$ cat config.mk
export PLATFORM = sky130hd
export DESIGN_NAME = spi_adc_sampler_flat
export DESIGN_NICKNAME = d
export VERILOG_FILES = /design/src/rtl/spi_adc_sampler_if.sv /design/src/rtl/spi_adc_sampler.sv /design/src/flat_wrapper.sv
export SDC_FILE = /design/constraint.sdc
export NUM_CORES = 1
export LEC_CHECK = 0
export ABC_AREA = 0
export CAP_MARGIN = 0
export CORE_MARGIN = 4
export CORE_UTILIZATION = 28
export DETAILED_ROUTE_END_ITERATION = 10
export HOLD_SLACK_MARGIN = 0.03
export PLACE_DENSITY = 0.48
export SETUP_SLACK_MARGIN = 0.02
export SLEW_MARGIN = 15
export SYNTH_ARGS = -nofsm -noshare
export SYNTH_HDL_FRONTEND = slang
export SYNTH_SLANG_ARGS = --single-unit
$ cat constraint.sdc
create_clock -name clock_i -period 2.5 [get_ports clock_i]
set_input_delay 0.75 -clock clock_i [delete_from_list [all_inputs] [get_ports clock_i]]
set_output_delay 0.75 -clock clock_i [all_outputs]
set_load 0.05 [all_outputs]
$ cat src/rtl/spi_adc_sampler_if.sv
// -----------------------------------------------------------------------------
// spi_adc_sampler_if
// Bundles the sampler's request, ADC serial and sample-result signals.
// Signal names keep the sampler-relative _i/_o suffixes so they line up with
// the sampler's datasheet-style port list.
//
// Modports:
//   slave  : used by spi_adc_sampler (receives tick/enable/miso/clear,
//            drives chip select, serial clock, sample and status)
//   master : used by whatever surrounds the sampler (timer, ADC, datapath)
//
// Signals:
//   enable_i         block enable; low aborts any transfer
//   tick_i           one-cycle sample request from the sampling timer
//   miso_i           ADC serial data
//   clear_overrun_i  synchronous clear for overrun_o
//   cs_n_o           ADC chip select, active low
//   sclk_o           ADC serial clock, idles low
//   sample_o         last completed sample (WORD_LENGTH bits)
//   sample_valid_o   one-cycle pulse, sample_o updated
//   busy_o           high whenever a transfer is in progress
//   overrun_o        sticky tick-while-busy flag
// -----------------------------------------------------------------------------
interface spi_adc_sampler_if #(
   parameter int WORD_LENGTH = 16
);
   logic                   enable_i;
   logic                   tick_i;
   logic                   miso_i;
   logic                   clear_overrun_i;
   logic                   cs_n_o;
   logic                   sclk_o;
   logic [WORD_LENGTH-1:0] sample_o;
   logic                   sample_valid_o;
   logic                   busy_o;
   logic                   overrun_o;

   modport slave (
      input  enable_i, tick_i, miso_i, clear_overrun_i,
      output cs_n_o, sclk_o, sample_o, sample_valid_o, busy_o, overrun_o
   );

   modport master (
      output enable_i, tick_i, miso_i, clear_overrun_i,
      input  cs_n_o, sclk_o, sample_o, sample_valid_o, busy_o, overrun_o
   );
endinterface

$ cat src/rtl/spi_adc_sampler.sv
// -----------------------------------------------------------------------------
// spi_adc_sampler
// On each sampling tick, performs one SPI read of a serial ADC: drops chip
// select, waits CS_SETUP_CYCLES, clocks in WORD_LENGTH bits MSB-first (miso
// sampled on the rising sclk edge) and then presents the word on sample_o with
// a one-cycle sample_valid_o pulse. Ticks arriving while a transfer is in
// progress are dropped.
//
// Optional feature macro: OVERRUN_DETECT_EN
//   defined   : overrun_o is a sticky flag set by a tick seen while busy,
//               cleared by clear_overrun_i (a simultaneous set wins)
//   undefined : overrun_o is tied low and clear_overrun_i is ignored
//
// Ports:
//   clock_i    system clock, all logic on the rising edge
//   reset_n_i  asynchronous active-low reset
//   bus        spi_adc_sampler_if.slave (see interface header for signals)
// -----------------------------------------------------------------------------
module spi_adc_sampler #(
   parameter int WORD_LENGTH     = 16,
   parameter int SCLK_DIVIDE     = 2,
   parameter int CS_SETUP_CYCLES = 2
) (
   input  logic                    clock_i,
   input  logic                    reset_n_i,
   spi_adc_sampler_if.slave        bus
);

   localparam int DIV_W   = (SCLK_DIVIDE > 1)     ? $clog2(SCLK_DIVIDE)     : 1;
   localparam int BIT_W   = (WORD_LENGTH > 1)     ? $clog2(WORD_LENGTH)     : 1;
   localparam int SETUP_W = (CS_SETUP_CYCLES > 1) ? $clog2(CS_SETUP_CYCLES) : 1;

   localparam logic [DIV_W-1:0]   DIV_LAST   = DIV_W'(SCLK_DIVIDE - 1);
   localparam logic [BIT_W-1:0]   BIT_LAST   = BIT_W'(WORD_LENGTH - 1);
   localparam logic [SETUP_W-1:0] SETUP_LAST = SETUP_W'(CS_SETUP_CYCLES - 1);

   localparam logic [1:0] IDLE  = 2'd0;
   localparam logic [1:0] SETUP = 2'd1;
   localparam logic [1:0] SHIFT = 2'd2;
   localparam logic [1:0] DONE  = 2'd3;

   logic [1:0]             state_reg;
   logic [SETUP_W-1:0]     setup_cnt_reg;
   logic [DIV_W-1:0]       div_cnt_reg;
   logic [BIT_W-1:0]       bit_cnt_reg;
   logic [WORD_LENGTH-1:0] shift_reg;
   logic [WORD_LENGTH-1:0] sample_reg;
   logic                   valid_reg;
   logic                   cs_n_reg;
   logic                   sclk_reg;

   // Chip select and sclk are registered so the ADC sees glitch-free lines.
   // The sample register is loaded on the edge that enters DONE, so the data
   // is already in place during the single cycle that valid is high.
   always_ff @(posedge clock_i or negedge reset_n_i) begin
      if (!reset_n_i) begin
         state_reg     <= IDLE;
         setup_cnt_reg <= '0;
         div_cnt_reg   <= '0;
         bit_cnt_reg   <= '0;
         shift_reg     <= '0;
         sample_reg    <= '0;
         valid_reg     <= 1'b0;
         cs_n_reg      <= 1'b1;
         sclk_reg      <= 1'b0;
      end else begin
         valid_reg <= 1'b0;
         if ((state_reg != IDLE) && !bus.enable_i) begin
            // Abort: back to idle with the ADC lines released, no valid pulse.
            state_reg     <= IDLE;
            setup_cnt_reg <= '0;
            div_cnt_reg   <= '0;
            bit_cnt_reg   <= '0;
            cs_n_reg      <= 1'b1;
            sclk_reg      <= 1'b0;
         end else begin
            case (state_reg)
               IDLE: begin
                  if (bus.tick_i && bus.enable_i) begin
                     state_reg     <= SETUP;
                     cs_n_reg      <= 1'b0;
                     setup_cnt_reg <= '0;
                  end
               end
               SETUP: begin
                  if (setup_cnt_reg == SETUP_LAST) begin
                     state_reg     <= SHIFT;
                     setup_cnt_reg <= '0;
                     div_cnt_reg   <= '0;
                     bit_cnt_reg   <= '0;
                  end else begin
                     setup_cnt_reg <= setup_cnt_reg + SETUP_W'(1);
                  end
               end
               SHIFT: begin
                  if (div_cnt_reg == DIV_LAST) begin
                     div_cnt_reg <= '0;
                     if (!sclk_reg) begin
                        // Rising sclk: capture miso at the same edge.
                        sclk_reg  <= 1'b1;
                        shift_reg <= {shift_reg[WORD_LENGTH-2:0], bus.miso_i};
                     end else begin
                        sclk_reg <= 1'b0;
                        if (bit_cnt_reg == BIT_LAST) begin
                           bit_cnt_reg <= '0;
                           state_reg   <= DONE;
                           cs_n_reg    <= 1'b1;
                           sample_reg  <= shift_reg;
                           valid_reg   <= 1'b1;
                        end else begin
                           bit_cnt_reg <= bit_cnt_reg + BIT_W'(1);
                        end
                     end
                  end else begin
                     div_cnt_reg <= div_cnt_reg + DIV_W'(1);
                  end
               end
               DONE: begin
                  state_reg <= IDLE;
               end
               default: begin
                  state_reg <= IDLE;
                  cs_n_reg  <= 1'b1;
                  sclk_reg  <= 1'b0;
               end
            endcase
         end
      end
   end

   assign bus.cs_n_o         = cs_n_reg;
   assign bus.sclk_o         = sclk_reg;
   assign bus.sample_o       = sample_reg;
   assign bus.sample_valid_o = valid_reg;
   assign bus.busy_o         = (state_reg != IDLE);

`ifdef OVERRUN_DETECT_EN
   logic overrun_reg;

   // Set has priority over clear so a tick dropped in the clearing cycle
   // is never lost.
   always_ff @(posedge clock_i or negedge reset_n_i) begin
      if (!reset_n_i) begin
         overrun_reg <= 1'b0;
      end else if (bus.tick_i && bus.enable_i && (state_reg != IDLE)) begin
         overrun_reg <= 1'b1;
      end else if (bus.clear_overrun_i) begin
         overrun_reg <= 1'b0;
      end
   end

   assign bus.overrun_o = overrun_reg;
`else
   assign bus.overrun_o = 1'b0;
`endif

endmodule
$ cat src/flat_wrapper.sv
// flat-port wrapper written by rule: the top's interface ports become plain ports
module spi_adc_sampler_flat 
#(
   parameter int WORD_LENGTH     = 16,
   parameter int SCLK_DIVIDE     = 2,
   parameter int CS_SETUP_CYCLES = 2
)
  (clock_i, reset_n_i, bus_enable_i, bus_tick_i, bus_miso_i, bus_clear_overrun_i, bus_cs_n_o, bus_sclk_o, bus_sample_o, bus_sample_valid_o, bus_busy_o, bus_overrun_o);
  spi_adc_sampler_if #(.WORD_LENGTH(WORD_LENGTH)) bus_i ();
  input  logic clock_i;
  input  logic reset_n_i;
  input wire logic [$bits(bus_i.enable_i)-1:0] bus_enable_i;
  input wire logic [$bits(bus_i.tick_i)-1:0] bus_tick_i;
  input wire logic [$bits(bus_i.miso_i)-1:0] bus_miso_i;
  input wire logic [$bits(bus_i.clear_overrun_i)-1:0] bus_clear_overrun_i;
  output wire logic [$bits(bus_i.cs_n_o)-1:0] bus_cs_n_o;
  output wire logic [$bits(bus_i.sclk_o)-1:0] bus_sclk_o;
  output wire logic [$bits(bus_i.sample_o)-1:0] bus_sample_o;
  output wire logic [$bits(bus_i.sample_valid_o)-1:0] bus_sample_valid_o;
  output wire logic [$bits(bus_i.busy_o)-1:0] bus_busy_o;
  output wire logic [$bits(bus_i.overrun_o)-1:0] bus_overrun_o;
  assign bus_i.enable_i = bus_enable_i;
  assign bus_i.tick_i = bus_tick_i;
  assign bus_i.miso_i = bus_miso_i;
  assign bus_i.clear_overrun_i = bus_clear_overrun_i;
  assign bus_cs_n_o = bus_i.cs_n_o;
  assign bus_sclk_o = bus_i.sclk_o;
  assign bus_sample_o = bus_i.sample_o;
  assign bus_sample_valid_o = bus_i.sample_valid_o;
  assign bus_busy_o = bus_i.busy_o;
  assign bus_overrun_o = bus_i.overrun_o;
  spi_adc_sampler #(.WORD_LENGTH(WORD_LENGTH), .SCLK_DIVIDE(SCLK_DIVIDE), .CS_SETUP_CYCLES(CS_SETUP_CYCLES)) u_core (.clock_i(clock_i), .reset_n_i(reset_n_i), .bus(bus_i));
endmodule
# --- Word level (Yosys, flattened, before mapping) ---
# Index checks and enable logic that the tools add are counted.
word_totals:
  ff_bits: 43
  inputBits: 6
classes:
  n_addsub: 3
  eq_ne: 9
  n_mux: 35
  n_bitwise: 2
  reduce_logical: 18
ops:
  columns: ["op", "count"]
  rows:
  - ["$mux 4", 5]
  - ["$mux 1", 19]
  - ["$ne 3x1->1 const B", 5]
  - ["$reduce_and 5->1", 3]
  - ["$mux 2", 6]
  - ["$reduce_bool 3->1", 3]
  - ["$pmux 2 s4", 1]
  - ["$pmux 4 s2", 1]
  - ["$reduce_and 4->1", 2]
  - ["$pmux 1 s2", 3]
  - ["$reduce_and 2->1", 3]
  - ["$reduce_bool 2->1", 3]
  - ["$add 4x1->4 const B", 1]
  - ["$eq 2x2->1 const B", 2]
  - ["$eq 4x4->1 const B", 1]
  - ["$add 1x1->1 const B", 2]
  - ["$eq 2x1->1 const B", 1]
  - ["$logic_and 1x1->1", 2]
  - ["$logic_not 2->1", 1]
  - ["$not 1->1", 2]
  - ["$logic_not 1->1", 1]

# --- Longest topological paths before layout ---
# Gate-level depths: netlist (run 1).
logic_depth:
  ltp_word: 6
  depth_mapped: 7

# --- Worst setup path after synthesis (run 1) ---
# OpenSTA, ideal clock, no wires.
synth_path:
  path_type: "register to register"
  from: "reg u_core.state_reg[0]"
  to: "reg u_core.sample_reg[11], in the netlist u_core.bus.sample_o[11]"
  setup_time_ps: 125
  t_arrival_ps: 1753
  required_ps: 2375
  slack_ps: 622
  path_stages_with_launch: 7
  n_path_buf: 1
  synth_period_minus_slack_ps: 1878
  path_cell_list: "dfrtp_1 inv_1 ha_1 o21ai_4 nor3_4 buf_8 mux2_4"
synth_between:
  elab_chain_cells: 4
  elab_cells_between_ends: 5
synth_lines:
  columns: ["item", "line_no", "text"]
  rows:
  - ["start: declaration", "spi_adc_sampler.sv:42", "logic [1:0] state_reg;"]
  - ["start signal: assignment", "spi_adc_sampler.sv:57", "state_reg <= IDLE;"]
  - ["start signal: assignment", "spi_adc_sampler.sv:70", "state_reg <= IDLE;"]
  - ["start signal: assignment", "spi_adc_sampler.sv:80", "state_reg <= SETUP;"]
  - ["$reduce_bool 2->1", "spi_adc_sampler.sv:68", "if ((state_reg != IDLE) && !bus.enable_i) begin"]
  - ["$logic_and 1x1->1", "spi_adc_sampler.sv:68", null]
  - ["$not 1->1 (no source line)", null, null]
  - ["$reduce_and 5->1 (no source line) (*)", null, null]
  - ["end signal: assignment", "spi_adc_sampler.sv:108", "sample_reg <= shift_reg;"]
  - ["end: declaration", "spi_adc_sampler.sv:47", "logic [WORD_LENGTH-1:0] sample_reg;"]
# Every way passes the cells marked *; elsewhere a longest branch is shown, timed or not.
# A chain may end at the register's enable or synchronous reset.

# --- Worst setup path after layout (run 1) ---
layout_path:
  from: "reg u_core.cs_n_reg, in the netlist u_core.bus.cs_n_o"
  to: "out bus_cs_n_o"
layout_rtl:
  columns: ["item", "line_no", "text"]
  rows:
  - ["start: declaration", "spi_adc_sampler.sv:49", "logic cs_n_reg;"]
  - ["start signal: assignment", "spi_adc_sampler.sv:64", "cs_n_reg <= 1'b1;"]
  - ["start signal: assignment", "spi_adc_sampler.sv:74", "cs_n_reg <= 1'b1;"]
  - ["start signal: assignment", "spi_adc_sampler.sv:81", "cs_n_reg <= 1'b0;"]
  - ["end: declaration", "flat_wrapper.sv:16", "output wire logic [$bits(bus_i.cs_n_o)-1:0] bus_cs_n_o;"]
# No word-level cell between the ends.

==> flow_summary_export.csv, run 1 <==
group,metric,value,unit
outcome,status,"completed",
routing,drtAntennaViolNets,0,
clock_network,cts_tree,"yes",
synth,synth_top_area_share,54.3,%
floorplanning,die_area,8310,um^2
sta,rsz0062_at_grt,"no",
worst_setup_path,worstPathArrival,1.62,ns
worst_setup_path,r2r-end,"u_core.bit_cnt_reg[3]$_DFFE_PN0P_",
global_routing,grt_first_pass_wirelength,5950,um
synth,netlist_instances,142,
sta,hold_viol_final,0,
floorplanning,die_h,91.2,um
routing,wl_per_cell,13.0,um
power,vdd_drop_max,0.585,mV
routing,drt-pass1-iter-count,3,
clock_network,cts.clk_slew.worst_paths,0.08,ns
worst_setup_path,worstSetupPathType,"reg -> out",
clock_network,clock_path_buffers,2,
sta,tns,0,ns
final_layout,nets,187,
floorplanning,core,6760,um^2
worst_setup_path,worstPathBufferInverterCount,1,
final_layout,diodes,0,
worst_setup_path,end_kind,"output port",
worst_setup_path,worst_setup_path_start_kind,"flip-flop",
worst_setup_path,reg2regPathDepth,6,
sta,fin_ws,0.135,ns
job,drv_cap,0,
clock_network,cts_resized,0,
floorplanning,start_util,28.7,%
place,pre_cts_ws,0.00936,ns
min_path,hold_class,"in -> async",
sta,slew_viol_final,0,
sta,relSlewSlack,66.4,%
sta,worst_pin_slew,0.503,ns
floorplanning,die_w,91.2,um
final_layout,final-seq-area,1080,um^2
clock_network,numCtsBuffers,5,
synth,syn-num-nets,154,
place,routabilityCongestion,0.761,
synth,synth_top_area_cell,"dfrtp_1",
worst_setup_path,path_max_fanout,2,
floorplanning,row_count,30,
final_layout,fillers,654,
worst_setup_path,reg2reg_slack,0.49,ns
worst_setup_path,r2r-start,"u_core.state_reg[0]$_DFFE_PN0P_",
worst_setup_path,max_stage_delay,0.79,ns
sta,fin_skew,0.00509,ns
clock_network,clkLatencyLatePin,0.29,ns
routing,vias_per_cell,4.60,
sta,max_clock_freq,0.423,GHz
synth,post_synth_instance_area,1940,um^2
place,hpwl,2420,um
final_layout,multi_input_area,796,um^2
worst_setup_path,required,1.75,ns
clock_network,cts_setup_buffers,0,
final_layout,drive_gt1_share,30.1,%
clock_network,cts_max_level,2,
routing,vias,1177,
sta,period_share,94.6,%
synth,ys_types,34,
global_routing,grtUsageTotal,8.96,%
synth,postSynthAreaPerCell,13.6,um^2
global_routing,antenna_found_initial,0,
synth,yosysSeqAreaShare,55.6,%
final_layout,fin_cells,256,
routing,drt_wl_total,3340,um
worst_setup_path,crit_chain,"clkdlybuf4s50_1",
sta,finalSetupViolCount,0,
floorplanning,ios,27,
global_routing,grt_max_degree,20,
final_layout,area_delta_synth_final,25.3,%
power,p_leak,1.16,nW
worst_setup_path,crit_path_top_delay_cell,"clkdlybuf4s50_1",
clock_network,root_buffer,"clkbuf_8",
global_routing,grt_pass1_vias,1251,
clock_network,cts_hold_buffers,0,
synth,synthTopCellsByArea,"dfrtp_1 54%, mux2_2 14%, mux2_4 7.0%",
power,cellPowerDensity,877,nW/um^2
global_routing,overflow,0,
place,io_buffers,24,
place,placed_cells,248,
clock_network,cts.sinks,43,
synth,yosysWarnings,0,
worst_setup_path,worst_path_dominant_cell_family,"buffers and inverters",
routing,first_iter_violations,20,
routing,drc,0,
synth,ys_ff_latch,43,
sta,min_period,2.37,ns
-- synthesized netlist by cell type --
cell	number
buf_8	1
buf_4	1
nor2_1	5
and3_1	2
o21ai_0	5
dfstp_2	1
nand2_1	7
o21ai_4	1
a21oi_1	5
or2_2	1
mux2i_1	1
buf_6	2
or2_1	1
ha_1	6
o31ai_1	3
o2bb2ai_1	1
nand2b_1	2
and2_1	2
conb_1	1
nor4_1	1
nor3_4	1
inv_1	5
o41ai_2	1
nor3_1	1
nor2b_1	1
o311ai_0	1
o22ai_1	1
o22a_1	1
a21o_1	1
dfrtp_1	42
mux2_2	24
nand3_1	4
o21a_1	1
mux2_4	9
-- report_power, final --
group | total, mW | leakage [nW] | switching [mW] | internal (mW)
Sequential | 0.846 | 0.588 | 0.0679 | 0.778
Clock | 0.626 | 0.0654 | 0.227 | 0.399
Combinational | 0.656 | 0.510 | 0.398 | 0.258
Total | 2.13 | 1.16 | 0.694 | 1.43
-- routing by layer --
layer	vias up	routed length [um]	global-route usage, %
met5	-	0	0
met4	0	68	3.77
met3	9	139	2.98
met2	25	1590	14.2
met1	575	1540	11.2
li1	568	-	-
-- worst max path at each step --
stage,cells past startpoint,end,from
final,1,bus_cs_n_o,u_core.bus.cs_n_o$_DFFE_PN1P_
after global routing,1,bus_cs_n_o,u_core.bus.cs_n_o$_DFFE_PN1P_
after CTS,1,bus_cs_n_o,u_core.bus.cs_n_o$_DFFE_PN1P_
after detailed placement,5,u_core.bit_cnt_reg[3]$_DFFE_PN0P_,bus_enable_i
after global placement,5,u_core.bus.sample_o[5]$_DFFE_PN0P_,bus_enable_i
after floorplan,6,u_core.bus.sample_o[11]$_DFFE_PN0P_,u_core.state_reg[0]$_DFFE_PN0P_
-- cell type report --
| cell class | count | share of cell area [%] |
|---|---|---|
| clock buffers | 6 | 2.99 |
| clock inverters | 2 | 2.47 |
| inverters | 5 | 0.773 |
| multi-input cells | 90 | 32.8 |
| flip-flops and latches | 43 | 44.4 |
| well taps | 80 | 4.12 |
| repair buffers | 30 | 12.5 |
-- per-stage QoR --
stage	hold slack (ns)	instance area [um^2]	utilization (%)	total power, mW
finish	0.329	2430	35.9	2.13
CTS	0.330	2430	35.9	2.16
global placement	0.483	2290	34.0	1.50
floorplan	0.454	1940	-	1.33
detailed placement	0.494	2290	34.0	1.52
global route	0.338	2430	35.9	2.27
-- cells in the final DEF, fill, tap and decap left out, drive strengths merged, types with 6 or more instances in the layout --
master         Yosys  routed
nand2              7       7
mux2              33      33
clkbuf             0       6
clkdlybuf4s50      0      22
buf                4       8
ha                 6       6
o21ai              6       6
dfrtp             42      42
-- cell families after synthesis --
group / Yosys count / share of synthesized area [%]
AO/OA/AOI/OAI: 21 / 7.88
AND/OR/NAND/NOR: 28 / 7.69
flip-flops: 43 / 55.6
multiplexers: 34 / 21.4
adder cells (fa/ha/maj): 6 / 3.88
buffers and inverters: 9 / 3.29
other: 1 / 0.194
(Power assumes the default switching activity.)
==> run 2: changes to the inputs <==
Settings changed: ABC_CLOCK_PERIOD_IN_PS from default to 2500.
==> results of run 2 <==
Same layout as run 1: the final DEF is identical, and so are final timing and power.
==> run 3: changes to the inputs <==
Settings changed: ABC_CLOCK_PERIOD_IN_PS 2500 to 2100, PLACE_DENSITY 0.48 to 0.53.
Clock period 2.5 ns to 2.1 ns, I/O delays scaled along.
==> flow_summary_export.csv, run 3 (synthesized netlist as in run 1, its figures left out) <==
group,metric,value,unit
final_layout,diodes,0,
sta,relSlewSlack,65.8,%
floorplanning,die_area,8310,um^2
sta,finalSetupViolCount,0,
power,power.total,2.68,mW
worst_setup_path,crit_chain,"clkdlybuf4s50_1 -> buf_4 -> or2_2 -> nand3_1 -> o311ai_0 -> mux2_2",
power,power_frac_comb,34.4,%
final_layout,final_common_cell,"dfrtp_1",
sta,min_period,1.95,ns
floorplanning,core,6760,um^2
final_layout,final_util,36.9,%
worst_setup_path,worst_path_dominant_cell_family,"buffers and inverters",
worst_setup_path,worstPathArrival,2.17,ns
min_path,hold_class,"in -> async",
worst_setup_path,required,2.32,ns
worst_setup_path,end_kind,"flip-flop",
floorplanning,start_util,28.7,%
power,vdd_drop_max,0.633,mV
place,io_buffers,24,
power,net-switching-power,0.851,mW
power,p_leak,1.28,nW
clock_network,cts_hold_buffers,0,
power,p_clk_share,28.1,%
final_layout,area_delta_synth_final,28.7,%
sta,worst_pin_slew,0.511,ns
job,drv_cap,0,
global_routing,grtUsageTotal,8.35,%
routing,dr_wl_met2,1400,um
clock_network,cts_tree,"yes",
sta,slew_viol_final,0,
final_layout,fillers,683,
floorplanning,row_count,30,
floorplanning,die_w,91.2,um
clock_network,clock_path_buffers,2,
routing,drtAntennaViolNets,0,
clock_network,cts.sinks,43,
place,hpwl,2340,um
global_routing,antenna_found_initial,0,
clock_network,root_buffer,"clkbuf_8",
worst_setup_path,worstPathBufferInverterCount,2,
routing,first_iter_violations,29,
routing,drt-pass1-iter-count,3,
global_routing,grt_pass1_vias,1187,
sta,period_share,92.7,%
routing,m1WireLength,1610,um
floorplanning,die_h,91.2,um
worst_setup_path,max_stage_delay,0.51,ns
global_routing,grt_first_pass_wirelength,5580,um
routing,drt_wl_total,3230,um
worst_setup_path,reg2reg_slack,0.16,ns
routing,drc,0,
power,swShare,31.8,%
worst_setup_path,worstSetupPathType,"in -> reg",
place,routabilityCongestion,0.726,
final_layout,drive_gt1_share,43.9,%
power,cellPowerDensity,1070,nW/um^2
outcome,status,"completed",
sta,fin_skew,0.00410,ns
worst_setup_path,worst_setup_path_start_kind,"input pin",
worst_setup_path,r2r-end,"u_core.shift_reg[10]$_DFFE_PN0P_",
worst_setup_path,r2r-start,"u_core.state_reg[0]$_DFFE_PN0P_",
worst_setup_path,path_max_fanout,4,
sta,hold_viol_final,0,
global_routing,grt_max_degree,25,
clock_network,cts.clk_slew.worst_paths,0.08,ns
sta,rsz0062_at_grt,"no",
sta,max_clock_freq,0.514,GHz
routing,wl_per_cell,12.1,um
worst_setup_path,crit_path_top_delay_cell,"clkdlybuf4s50_1",
final_layout,final_cell_mix,"42 x dfrtp_1, 32 x buf_4, 24 x mux2_2, 9 x mux2_4, 7 x nand2_1",
clock_network,clkLatencyLatePin,0.29,ns
power,power_frac_seq,37.5,%
routing,dr_wl_met3,169,um
routing,vias,1161,
floorplanning,ios,27,
routing,vias_per_cell,4.35,
routing,top_layer_used,"met4",
power,p_int,1.83,mW
worst_setup_path,reg2regPathDepth,6,
final_layout,nets,198,
global_routing,overflow,0,
clock_network,cts_max_level,2,
clock_network,numCtsBuffers,5,
## run 3: worst max path at each step
stage                                                   start                             endpoint  slack, ns  cells past startpoint
after floorplan               u_core.state_reg[0]$_DFFE_PN0P_  u_core.bus.sample_o[11]$_DFFE_PN0P_       0.22                      6
final                                            bus_enable_i        u_core.bus.cs_n_o$_DFFE_PN1P_       0.15                      6
after CTS                 u_core.bus.sample_valid_o$_DFF_PN0_                   bus_sample_valid_o       0.03                      1
after detailed placement                         bus_enable_i        u_core.bus.cs_n_o$_DFFE_PN1P_      -0.16                      6
after global placement                           bus_enable_i        u_core.bus.cs_n_o$_DFFE_PN1P_      -0.16                      6
after global routing                             bus_enable_i        u_core.bus.cs_n_o$_DFFE_PN1P_       0.02                      6
## run 3: timing repair
action / in CTS / in global routing
setup endpoints to repair: 0 / 1
endpoints found under the hold margin: 0 / 0
buffers inserted: 0 / 0
gates resized for setup: 0 / 1
## run 3: worst register-to-register path, stage by stage, from the launching register on
cell	delay (ns)
dfrtp_1	0.42
inv_1	0.16
ha_1	0.37
o21a_1	0.21
and2_1	0.18
buf_12	0.16
mux2_2	0.34
## run 3: metal layers
| metal | track usage (%) | vias up |
|---|---|---|
| met5 | 0 | - |
| met4 | 3.02 | 0 |
| met3 | 3.15 | 6 |
| met2 | 12.6 | 24 |
| met1 | 10.9 | 546 |
| li1 | - | 585 |
## run 3: area by class of cell
type | instances | area, um^2 | share of cell area, %
repair buffers | 41 | 368 | 14.8
inverters | 5 | 18.8 | 0.753
clock inverters | 2 | 60.1 | 2.41
clock buffers | 6 | 72.6 | 2.91
flip-flops and latches | 43 | 1080 | 43.2
multi-input cells | 90 | 796 | 31.9
well taps | 80 | 100 | 4.02
## run 3: power by group through the flow
stage                     clock network [mW]  registers [mW]  logic [mW]
final                                  0.753            1.00       0.920
after detailed placement                   0            1.02       0.936
after global placement                     0            1.02       0.931
after CTS                              0.781            1.00       0.936
after global routing                   0.808            1.02        1.03
after floorplan                            0            1.07       0.515
## run 3: metrics by stage
step                std cells  hold WS (ns)  area, um^2  setup TNS (ns)  setup WS [ns]
floorplan                 142         0.334        1940               0          0.222
global placement          259         0.490        2360           -3.12         -0.165
detailed placement        259         0.495        2360           -3.08         -0.156
CTS                       267         0.291        2490               0         0.0286
global route              267         0.306        2490               0         0.0221
finish                    267         0.282        2490               0          0.153
